==> src/rtl/ankka_pkg.sv <==
// Shared decode types: instruction formats, RV32I opcodes and the
// decoded-entry bundle passed from the decoder into the decode FIFO.
package ankka_pkg;

  typedef enum logic [2:0] {
    FMT_R = 3'd0,
    FMT_I = 3'd1,
    FMT_S = 3'd2,
    FMT_B = 3'd3,
    FMT_U = 3'd4,
    FMT_J = 3'd5
  } fmt_e;

  localparam logic [6:0] OPC_LUI    = 7'b0110111;
  localparam logic [6:0] OPC_AUIPC  = 7'b0010111;
  localparam logic [6:0] OPC_JAL    = 7'b1101111;
  localparam logic [6:0] OPC_JALR   = 7'b1100111;
  localparam logic [6:0] OPC_LOAD   = 7'b0000011;
  localparam logic [6:0] OPC_OP_IMM = 7'b0010011;
  localparam logic [6:0] OPC_FENCE  = 7'b0001111;
  localparam logic [6:0] OPC_SYSTEM = 7'b1110011;
  localparam logic [6:0] OPC_STORE  = 7'b0100011;
  localparam logic [6:0] OPC_BRANCH = 7'b1100011;
  localparam logic [6:0] OPC_OP     = 7'b0110011;

  // Widest PC an entry can carry; the top keeps PC_WIDTH <= PC_W.
  localparam int PC_W = 32;

  typedef struct packed {
    logic [PC_W-1:0] pc;
    logic [6:0]      opcode;
    logic [4:0]      rd;
    logic [4:0]      rs1;
    logic [4:0]      rs2;
    logic [2:0]      funct3;
    logic [6:0]      funct7;
    logic [31:0]     imm;
    fmt_e            fmt;
    logic            illegal;
  } decoded_t;

endpackage

==> src/rtl/instruction_decode_unit_if.sv <==
// Fetch-side and issue-side handshake bundle of the decode stage.
// slave: decode unit view; master: fetch/issue (environment) view.
interface instruction_decode_unit_if
  import ankka_pkg::*;
#(
  parameter int PC_WIDTH = 32
) ();

  logic [31:0]         in_instruction;
  logic [PC_WIDTH-1:0] in_pc;
  logic                in_valid;
  logic                fetch_enable;
  logic                out_valid;
  logic                out_ready;
  logic [PC_WIDTH-1:0] out_pc;
  logic [6:0]          out_opcode;
  logic [4:0]          out_rd;
  logic [4:0]          out_rs1;
  logic [4:0]          out_rs2;
  logic [2:0]          out_funct3;
  logic [6:0]          out_funct7;
  logic [31:0]         out_imm;
  fmt_e                out_format;
  logic                out_illegal;

  modport slave (
    input  in_instruction, in_pc, in_valid, out_ready,
    output fetch_enable, out_valid, out_pc, out_opcode,
    output out_rd, out_rs1, out_rs2, out_funct3, out_funct7,
    output out_imm, out_format, out_illegal
  );

  modport master (
    output in_instruction, in_pc, in_valid, out_ready,
    input  fetch_enable, out_valid, out_pc, out_opcode,
    input  out_rd, out_rs1, out_rs2, out_funct3, out_funct7,
    input  out_imm, out_format, out_illegal
  );

endinterface

==> src/rtl/instruction_decode_unit_decoder.sv <==
// Combinational RV32I field/format/immediate decoder.
// Illegal words come out as format R with a zero immediate.
module rv32i_decoder
  import ankka_pkg::*;
(
  input  logic [31:0]     inst,
  input  logic [PC_W-1:0] pc,
  output decoded_t        dec
);

  logic [6:0]  op;
  logic [2:0]  f3;
  logic [31:0] sx;
  logic        is_u, is_j, is_i, is_s, is_b, is_r;
  logic        known, bad;

  assign op = inst[6:0];
  assign f3 = inst[14:12];
  assign sx = {32{inst[31]}};

  assign is_u = (op == OPC_LUI) || (op == OPC_AUIPC);
  assign is_j = (op == OPC_JAL);
  assign is_i = (op == OPC_JALR) || (op == OPC_LOAD) ||
                (op == OPC_OP_IMM) || (op == OPC_FENCE) ||
                (op == OPC_SYSTEM);
  assign is_s = (op == OPC_STORE);
  assign is_b = (op == OPC_BRANCH);
  assign is_r = (op == OPC_OP);

  assign known = is_u | is_j | is_i | is_s | is_b | is_r;

  // Branch funct3 010/011 are unassigned encodings.
  assign bad = (inst[1:0] != 2'b11) || !known ||
               ((op == OPC_JALR) && (f3 != 3'b000)) ||
               (is_b && (f3[2:1] == 2'b01));

  always_comb begin
    dec         = '0;
    dec.pc      = pc;
    dec.opcode  = op;
    dec.rd      = inst[11:7];
    dec.rs1     = inst[19:15];
    dec.rs2     = inst[24:20];
    dec.funct3  = f3;
    dec.funct7  = inst[31:25];
    dec.fmt     = FMT_R;
    dec.imm     = '0;
    dec.illegal = bad;
    if (!bad) begin
      unique case (1'b1)
        is_u: begin
          dec.fmt = FMT_U;
          dec.imm = {inst[31:12], 12'h000};
        end
        is_j: begin
          dec.fmt = FMT_J;
          dec.imm = {sx[31:21], inst[31], inst[19:12],
                     inst[20], inst[30:21], 1'b0};
        end
        is_i: begin
          dec.fmt = FMT_I;
          dec.imm = {sx[31:12], inst[31:20]};
        end
        is_s: begin
          dec.fmt = FMT_S;
          dec.imm = {sx[31:12], inst[31:25], inst[11:7]};
        end
        is_b: begin
          dec.fmt = FMT_B;
          dec.imm = {sx[31:13], inst[31], inst[7],
                     inst[30:25], inst[11:8], 1'b0};
        end
        is_r: begin
          dec.fmt = FMT_R;
          dec.imm = '0;
        end
        default: begin
          dec.fmt = FMT_R;
          dec.imm = '0;
        end
      endcase
    end
  end

endmodule

==> src/rtl/instruction_decode_unit.sv <==
// RV32I decode stage: decode FIFO, credit-based fetch throttle, RUN/HALTED FSM.
// ANKKA_DECODE_PERF_EN adds perf_decoded/perf_illegal push counters.
module instruction_decode_unit
  import ankka_pkg::*;
#(
  parameter int DEPTH    = 4,
  parameter int PC_WIDTH = 32
) (
  input  logic clk,
  input  logic reset,
  input  logic flush,
  instruction_decode_unit_if.slave bus,
  output logic halted
`ifdef ANKKA_DECODE_PERF_EN
  ,
  output logic [31:0] perf_decoded,
  output logic [31:0] perf_illegal
`endif
);

  localparam int AW = $clog2(DEPTH);

  typedef enum logic {
    ST_RUN,
    ST_HALTED
  } state_e;

  state_e   state_q, state_d;
  decoded_t dec, head;
  decoded_t mem [DEPTH];

  logic [AW-1:0] wr_ptr, rd_ptr;
  logic [AW:0]   count;
  logic [AW+1:0] credit;
  logic          run, full, valid, push, pop;

  rv32i_decoder u_dec (
    .inst (bus.in_instruction),
    .pc   (PC_W'(bus.in_pc)),
    .dec  (dec)
  );

  assign run   = (state_q == ST_RUN);
  assign full  = (count == (AW+1)'(DEPTH));
  assign valid = (count != '0);
  assign push  = bus.in_valid && run && !flush && !full;
  assign pop   = valid && bus.out_ready;

  // The word in flight from the previous grant is counted as occupied.
  assign credit = (AW+2)'(count) + (AW+2)'(bus.in_valid);
  assign bus.fetch_enable = !reset && run && !flush &&
                            (credit < (AW+2)'(DEPTH));

  always_ff @(posedge clk) begin
    if (push) begin
      mem[wr_ptr] <= dec;
    end
  end

  always_ff @(posedge clk) begin
    if (reset || flush) begin
      wr_ptr <= '0;
      rd_ptr <= '0;
      count  <= '0;
    end else begin
      if (push) wr_ptr <= wr_ptr + 1'b1;
      if (pop)  rd_ptr <= rd_ptr + 1'b1;
      case ({push, pop})
        2'b10:   count <= count + 1'b1;
        2'b01:   count <= count - 1'b1;
        default: count <= count;
      endcase
    end
  end

  always_ff @(posedge clk) begin
    if (reset) state_q <= ST_RUN;
    else       state_q <= state_d;
  end

  always_comb begin
    state_d = state_q;
    unique case (state_q)
      ST_RUN:    if (push && dec.illegal) state_d = ST_HALTED;
      ST_HALTED: state_d = ST_HALTED;
      default:   state_d = ST_RUN;
    endcase
    if (flush) state_d = ST_RUN;
  end

  assign halted = (state_q == ST_HALTED);

  // Empty FIFO presents an all-zero head.
  assign head = valid ? mem[rd_ptr] : '0;

  assign bus.out_valid   = valid;
  assign bus.out_pc      = head.pc[PC_WIDTH-1:0];
  assign bus.out_opcode  = head.opcode;
  assign bus.out_rd      = head.rd;
  assign bus.out_rs1     = head.rs1;
  assign bus.out_rs2     = head.rs2;
  assign bus.out_funct3  = head.funct3;
  assign bus.out_funct7  = head.funct7;
  assign bus.out_imm     = head.imm;
  assign bus.out_format  = head.fmt;
  assign bus.out_illegal = head.illegal;

`ifdef ANKKA_DECODE_PERF_EN
  always_ff @(posedge clk) begin
    if (reset) begin
      perf_decoded <= '0;
      perf_illegal <= '0;
    end else if (push) begin
      perf_decoded <= perf_decoded + 32'd1;
      if (dec.illegal) perf_illegal <= perf_illegal + 32'd1;
    end
  end
`endif

  a_no_push_when_full : assert property (
    @(posedge clk) disable iff (reset)
      !(bus.in_valid && run && !flush && full)
  ) else $error("decode fifo push dropped while full");

endmodule

==> src/flat_wrapper.sv <==
// flat-port wrapper written by rule: the top's interface ports become plain ports
module instruction_decode_unit_flat import ankka_pkg::*;
#(
  parameter int DEPTH    = 4,
  parameter int PC_WIDTH = 32
)
  (clk, reset, flush, halted, bus_in_instruction, bus_in_pc, bus_in_valid, bus_out_ready, bus_fetch_enable, bus_out_valid, bus_out_pc, bus_out_opcode, bus_out_rd, bus_out_rs1, bus_out_rs2, bus_out_funct3, bus_out_funct7, bus_out_imm, bus_out_format, bus_out_illegal);
  instruction_decode_unit_if #(.PC_WIDTH(PC_WIDTH)) bus_i ();
  input  logic clk;
  input  logic reset;
  input  logic flush;
  output logic halted;
  input wire logic [$bits(bus_i.in_instruction)-1:0] bus_in_instruction;
  input wire logic [$bits(bus_i.in_pc)-1:0] bus_in_pc;
  input wire logic [$bits(bus_i.in_valid)-1:0] bus_in_valid;
  input wire logic [$bits(bus_i.out_ready)-1:0] bus_out_ready;
  output wire logic [$bits(bus_i.fetch_enable)-1:0] bus_fetch_enable;
  output wire logic [$bits(bus_i.out_valid)-1:0] bus_out_valid;
  output wire logic [$bits(bus_i.out_pc)-1:0] bus_out_pc;
  output wire logic [$bits(bus_i.out_opcode)-1:0] bus_out_opcode;
  output wire logic [$bits(bus_i.out_rd)-1:0] bus_out_rd;
  output wire logic [$bits(bus_i.out_rs1)-1:0] bus_out_rs1;
  output wire logic [$bits(bus_i.out_rs2)-1:0] bus_out_rs2;
  output wire logic [$bits(bus_i.out_funct3)-1:0] bus_out_funct3;
  output wire logic [$bits(bus_i.out_funct7)-1:0] bus_out_funct7;
  output wire logic [$bits(bus_i.out_imm)-1:0] bus_out_imm;
  output wire logic [$bits(bus_i.out_format)-1:0] bus_out_format;
  output wire logic [$bits(bus_i.out_illegal)-1:0] bus_out_illegal;
  assign bus_i.in_instruction = bus_in_instruction;
  assign bus_i.in_pc = bus_in_pc;
  assign bus_i.in_valid = bus_in_valid;
  assign bus_i.out_ready = bus_out_ready;
  assign bus_fetch_enable = bus_i.fetch_enable;
  assign bus_out_valid = bus_i.out_valid;
  assign bus_out_pc = bus_i.out_pc;
  assign bus_out_opcode = bus_i.out_opcode;
  assign bus_out_rd = bus_i.out_rd;
  assign bus_out_rs1 = bus_i.out_rs1;
  assign bus_out_rs2 = bus_i.out_rs2;
  assign bus_out_funct3 = bus_i.out_funct3;
  assign bus_out_funct7 = bus_i.out_funct7;
  assign bus_out_imm = bus_i.out_imm;
  assign bus_out_format = bus_i.out_format;
  assign bus_out_illegal = bus_i.out_illegal;
  instruction_decode_unit #(.DEPTH(DEPTH), .PC_WIDTH(PC_WIDTH)) u_core (.clk(clk), .reset(reset), .flush(flush), .bus(bus_i), .halted(halted));
endmodule
==> config.mk <==
export PLATFORM = sky130hd
export DESIGN_NAME = instruction_decode_unit_flat
export DESIGN_NICKNAME = d
export VERILOG_FILES = /design/src/rtl/ankka_pkg.sv /design/src/rtl/instruction_decode_unit_if.sv /design/src/rtl/instruction_decode_unit_decoder.sv /design/src/rtl/instruction_decode_unit.sv /design/src/flat_wrapper.sv
export SDC_FILE = /design/constraint.sdc
export NUM_CORES = 1
export LEC_CHECK = 0
export ABC_AREA = 1
export BUFFER_PORTS_ARGS = -buffer_cell sky130_fd_sc_hd__buf_2
export CELL_PAD_IN_SITES_DETAIL_PLACEMENT = 0
export CELL_PAD_IN_SITES_GLOBAL_PLACEMENT = 1
export CORE_ASPECT_RATIO = 1.75
export CORE_MARGIN = 5
export CORE_UTILIZATION = 35
export CTS_BUF_LIST = sky130_fd_sc_hd__clkbuf_4
export CTS_CLUSTER_SIZE = 10
export DETAILED_ROUTE_END_ITERATION = 7
export PLACE_DENSITY_LB_ADDON = 0.12
export SETUP_SLACK_MARGIN = 0.02
export SLEW_MARGIN = 20
export SYNTH_ARGS = -nofsm -noshare
export SYNTH_HDL_FRONTEND = slang
export SYNTH_SLANG_ARGS = --single-unit
==> constraint.sdc <==
create_clock -name clk -period 11 [get_ports clk]
set_clock_uncertainty 0.15 [all_clocks]
set_input_delay 0.55 -clock clk [delete_from_list [all_inputs] [get_ports clk]]
set_output_delay 0.55 -clock clk [all_outputs]
set_load 0.02 [all_outputs]
## Word level (Yosys, flattened, before mapping)

Memory sizes are Yosys's and may differ from the RTL's. A register that Yosys moved wholly into a read port is not among the register bits.
Cells that the tools add are included.

| word-level totals | value |
|---|---|
| register bits | 8 |
| memory bits (writable) | 400 |
| input bits | 69 |
| logic and storage cells | 70 |
| memories kept | 1 |

Memory list:

| memory | words | width | read ports | clocked after memory_dff | write ports | line | source |
|---|---|---|---|---|---|---|---|
| u_core.mem | 4 | 100 | 1 | 1 | 1 | instruction_decode_unit.sv:30 | `decoded_t mem [DEPTH];` |

| cells by class | value |
|---|---|
| $add $sub $neg | 5 |
| magnitude comparators | 1 |
| equality and inequality tests | 16 |
| mux-type cells | 10 |
| bitwise gates (word level) | 6 |
| reduce and logical (&&, ||, !) cells | 27 |

Operators with widths:

| kind | number |
|---|---|
| $pmux 35 s5 | 1 |
| $mux 100 | 1 |
| $mux 35 | 1 |
| $eq 7x7->1 const B | 4 |
| $eq 7x6->1 const B | 3 |
| $eq 7x5->1 const B | 2 |
| $logic_and 1x1->1 | 10 |
| $logic_or 1x1->1 | 9 |
| $eq 7x2->1 const B | 1 |
| $eq 7x4->1 const B | 1 |
| $pmux 3 s2 | 1 |
| $reduce_bool 3->1 | 2 |
| $or 1x1->1 | 5 |
| $add 2x1->2 const B | 2 |
| $add 3x1->4 | 1 |
| $eq 2x1->1 const B | 2 |
| $logic_not 1->1 | 4 |
| $lt 4x3->1 const B | 1 |
| $mux 2 | 2 |
| $add 3x1->3 const B | 1 |
| $eq 3x3->1 const B | 1 |
| $mux 1 | 3 |
| $sub 3x1->3 const B | 1 |
| $eq 2x2->1 const B | 1 |
| 5 further kinds | 5 |

## Depth between registers and ports, before layout

| logic depth | value |
|---|---|
| depth in word-level cells | 16 |
| depth in mapped cells | 13 |
| gate-level depth less buffers | 12 |

## Hierarchy

Synthesis repeated with hierarchy kept, for this count alone.

| second synthesis, totals | value |
|---|---|
| cells, all modules | 1531 |
| area total of the unflattened synthesis | 17574.4 um^2 |

Modules (own cells, without submodules):

| module | times used | cells each | area an instance (um^2) |
|---|---|---|---|
| instruction_decode_unit | 1 | 1258 | 16062.9 |
| rv32i_decoder | 1 | 273 | 1511.4 |

## Worst setup path before layout

No wires, ideal clock.

| path | value |
|---|---|
| path type | in2reg |
| from | in flush |
| to | mem u_core.mem[0][0] in the netlist's numbering (enable) |
| arrival | 5274 ps |
| required time | 10290 ps |
| slack | 5016 ps |
| stages on the path | 5 |
| path buffers | 0 |
| cells stage by stage | nor2_1 nand2_1 a31oi_1 clkinv_1 nor2_1 |

| between the ends | value |
|---|---|
| longest elaborated chain between the ends | 5 |

Ends and longest elaborated chain:

| element | line | source |
|---|---|---|
| from (decl) | flat_wrapper.sv:11 | `input logic flush;` |
| $logic_not 1->1 | instruction_decode_unit.sv:46 | `assign push = bus.in_valid && run && !flush && !full;` |
| $logic_and 1x1->1 (2 in a row) | instruction_decode_unit.sv:46 |  |
| $mux 1 | instruction_decode_unit.sv:55 | `if (push) begin` |
| $mux 1 (not written as such) | instruction_decode_unit.sv:56 | `mem[wr_ptr] <= dec;` |
| to (decl) | instruction_decode_unit.sv:30 |  |

Every way passes these cells.

==> results.py <==
metrics = {
    "status": {
        "outcome": "complete, no violations",
    },
    "floorplanning": {
        "rows": 105,
        "dieHeight_um": 298,
        "dieArea_mm2": 0.0520,
        "ios": 172,
        "core-area_mm2": 0.0469,
        "initial_core_util_pct": 35.4,
        "die_x_um": 175,
    },
    "synth": {
        "ys_warn_count": 0,
        "synth_top_area_share_pct": 72.4,
        "synthArstFlopShare_pct": 0,
        "syn_area_mm2": 0.0166,
        "syn-num-nets": 1478,
        "yosysTopAreaCell": "edfxtp_1",
        "synth_edf_count": 400,
        "ys_seq_elements": 410,
        "netlist_instances": 1403,
        "synth_cell_type_count": 26,
        "ys_seq_area_share_pct": 73.6,
        "synth_area_leaders": "edfxtp_1 72%, nor2_1 9.6%, o21ai_0 5.1%",
        "syn_avg_cell_area_um2": 11.8,
        "synth_ff_type": "edfxtp_1",
    },
    "global_route": {
        "grt_start_max_net_pins": 128,
        "grt-ovfl-total": 0,
        "grt_pass1_wl_um": 68700,
        "grt.total_usage_pct": 17.1,
        "grt_antenna_before_repair": 2,
        "grt_pass1_vias": 11600,
    },
    "final_layout": {
        "nFillCells": 4500,
        "fin_nets": 1749,
        "seqCellArea_mm2": 0.0122,
        "area_growth_pct": 19.7,
        "multi_input_area_mm2": 0.00389,
        "fin_cells": 2333,
        "layout_common_cells": "421 x nor2_1, 400 x edfxtp_1, 171 x buf_2",
        "drive_gt1_share_pct": 21.1,
        "final_common_cell": "nor2_1",
        "final_area_mm2": 0.0198,
    },
    "sta": {
        "clock.fmax_mhz": 236,
        "finalSetupViolations": 0,
        "holdWs_ns": 0.0907,
        "finalCritPeriodShare_pct": 38.6,
        "fin_ws_ns": 6.76,
        "tns_ns": 0,
        "worst_slew_pin_slew_ns": 1.09,
        "slew_violations": 0,
        "relSlewSlack_pct": 27.1,
        "finalHoldViolations": 0,
        "rsz0062_at_grt": "no",
        "period_needed_ns": 4.24,
    },
    "clock_network": {
        "cts.path.max_buffers": 3,
        "clkLatencyLatePin_ns": 0.76,
        "cts_tree": "done",
        "h-tree-depth": 3,
        "ctsHoldBuffers": 67,
        "cts_buffers": 96,
        "clkTransAtPathRegs_ns": 0.07,
        "cts_setup_buffers": 0,
        "cts_num_sinks": 410,
        "root_buffer": "clkbuf_4",
        "postCtsResizedCells": 0,
    },
    "setup_path": {
        "critPathKind": "reg -> out",
        "cp.required_ns": 10.30,
        "cp_max_fo": 127,
        "worstSetupEndpointType": "output pin",
        "start_kind": "flip-flop",
        "worstPathArrival_ns": 3.54,
        "rr_worst_depth": 6,
    },
    "route": {
        "drc_errors": 0,
        "drt_iter0_markers": 519,
        "drt-wirelength-per-cell_um": 19.4,
        "routed_wl_um": 45200,
        "drt-pass1-iter-count": 4,
        "vias": 11300,
        "ant_nets": 0,
        "via_per_inst": 4.84,
    },
    "power": {
        "clock_power_share_pct": 38.1,
        "internal_power_uw": 2380,
        "powerDensity_mw_per_mm2": 156,
        "switching_share_pct": 23.0,
        "max-vdd-ir-drop_uv": 78.2,
        "seqPwrFrac_pct": 56.3,
        "p_leak_uw": 0.00737,
        "power.share.combinational_pct": 5.6,
        "p_switching_uw": 712,
    },
    "place": {
        "io_buffer_count": 171,
        "place_area_mm2": 0.0180,
        "dp.cells": 2097,
        "place_worst_setup_slack_ns": 7.01,
        "dp_hpwl_um": 26000,
        "place.gp.congestion": 0.757,
    },
    "min_path": {
        "hp-class": "in -> reg",
        "hold_depth": 5,
    },
    "run": {
        "cap_viol_max_count": 0,
    },
}
[state kept, by name, summed over array words and instances, names as in the netlist, named ones only]
| name | flops |
|---|---|
| u_core.wr_ptr | 2 |
| u_core.halted | 1 |
| u_core.count | 3 |
| u_core.rd_ptr | 2 |
| u_core.mem | 400 |
[per-stage QoR]
stage / power (µW) / util [%]
4_1_cts: 3150 / 42.3
3_3_place_gp: 1930 / 38.4
6_report: 3090 / 42.3
3_5_place_dp: 1930 / 38.4
2_1_floorplan: 1860 / -
5_1_grt: 3240 / 42.3
[final cells by class]
type	instances	area share [%]
well taps	588	3.71
multi-input cells	868	19.6
repair buffers	253	8.26
inverters	45	0.889
diodes	2	0.0252
clock buffers	135	5.11
clock inverters	32	0.845
flip-flops and latches	410	61.6
[logic make-up (layout without fill, tap and decap cells)]
kind of cell | after synthesis | count (layout) | share of synthesized area, %
AO/OA/AOI/OAI | 330 | 330 | 10.1
adder cells (fa/ha/maj) | 6 | 6 | 0.498
buffers and inverters | 125 | 465 | 3.12
flip-flops | 410 | 410 | 73.6
other | 0 | 2 | 0
AND/OR/NAND/NOR | 532 | 532 | 12.7
[final timing paths]
check                                 startpoint           endpoint  slack (ns)
worst max register to register   u_core.count[0]  u_core.mem[0][12]        7.37
worst min register to register  u_core.rd_ptr[1]          flip-flop        0.31
worst min-delay path                bus_in_valid      u_core.halted        0.09
worst max-delay path                   flip-flop     bus_out_imm[0]        6.76
[per-layer routing]
metal  part of all wire [%]  GRT usage, %
met2                     53          31.3
met4                    1.9          4.83
met1                     41          20.0
met3                    4.5          3.70
met5                      0             0
[Yosys cell counts (5+ instances only)]
library cell and number:
a21oi_1 111, a31oi_1 11, buf_2 20, clkbuf_1 54, dfxtp_1 10, edfxtp_1 400, ha_1 5, inv_1 41
nand2_1 81, nand2_4 5, nor2_1 425, nor2_2 6, o21ai_0 169, o21ai_1 38
[worst max-delay path, cell delays in order (launching register included)]
cell	delay, ns
dfxtp_4	0.46
inv_6	0.68
buf_4	0.75
o21ai_0	0.19
a21oi_1	0.39
buf_2	0.25
[power groups by stage]
stage | logic (µW) | registers, µW | clock network (µW)
CTS | 177 | 1740 | 1240
finish | 173 | 1740 | 1180
floorplan | 81.9 | 1780 | 0
detailed placement | 158 | 1770 | 0
global route | 191 | 1740 | 1310
global placement | 157 | 1770 | 0
(Power assumes the default switching activity.)
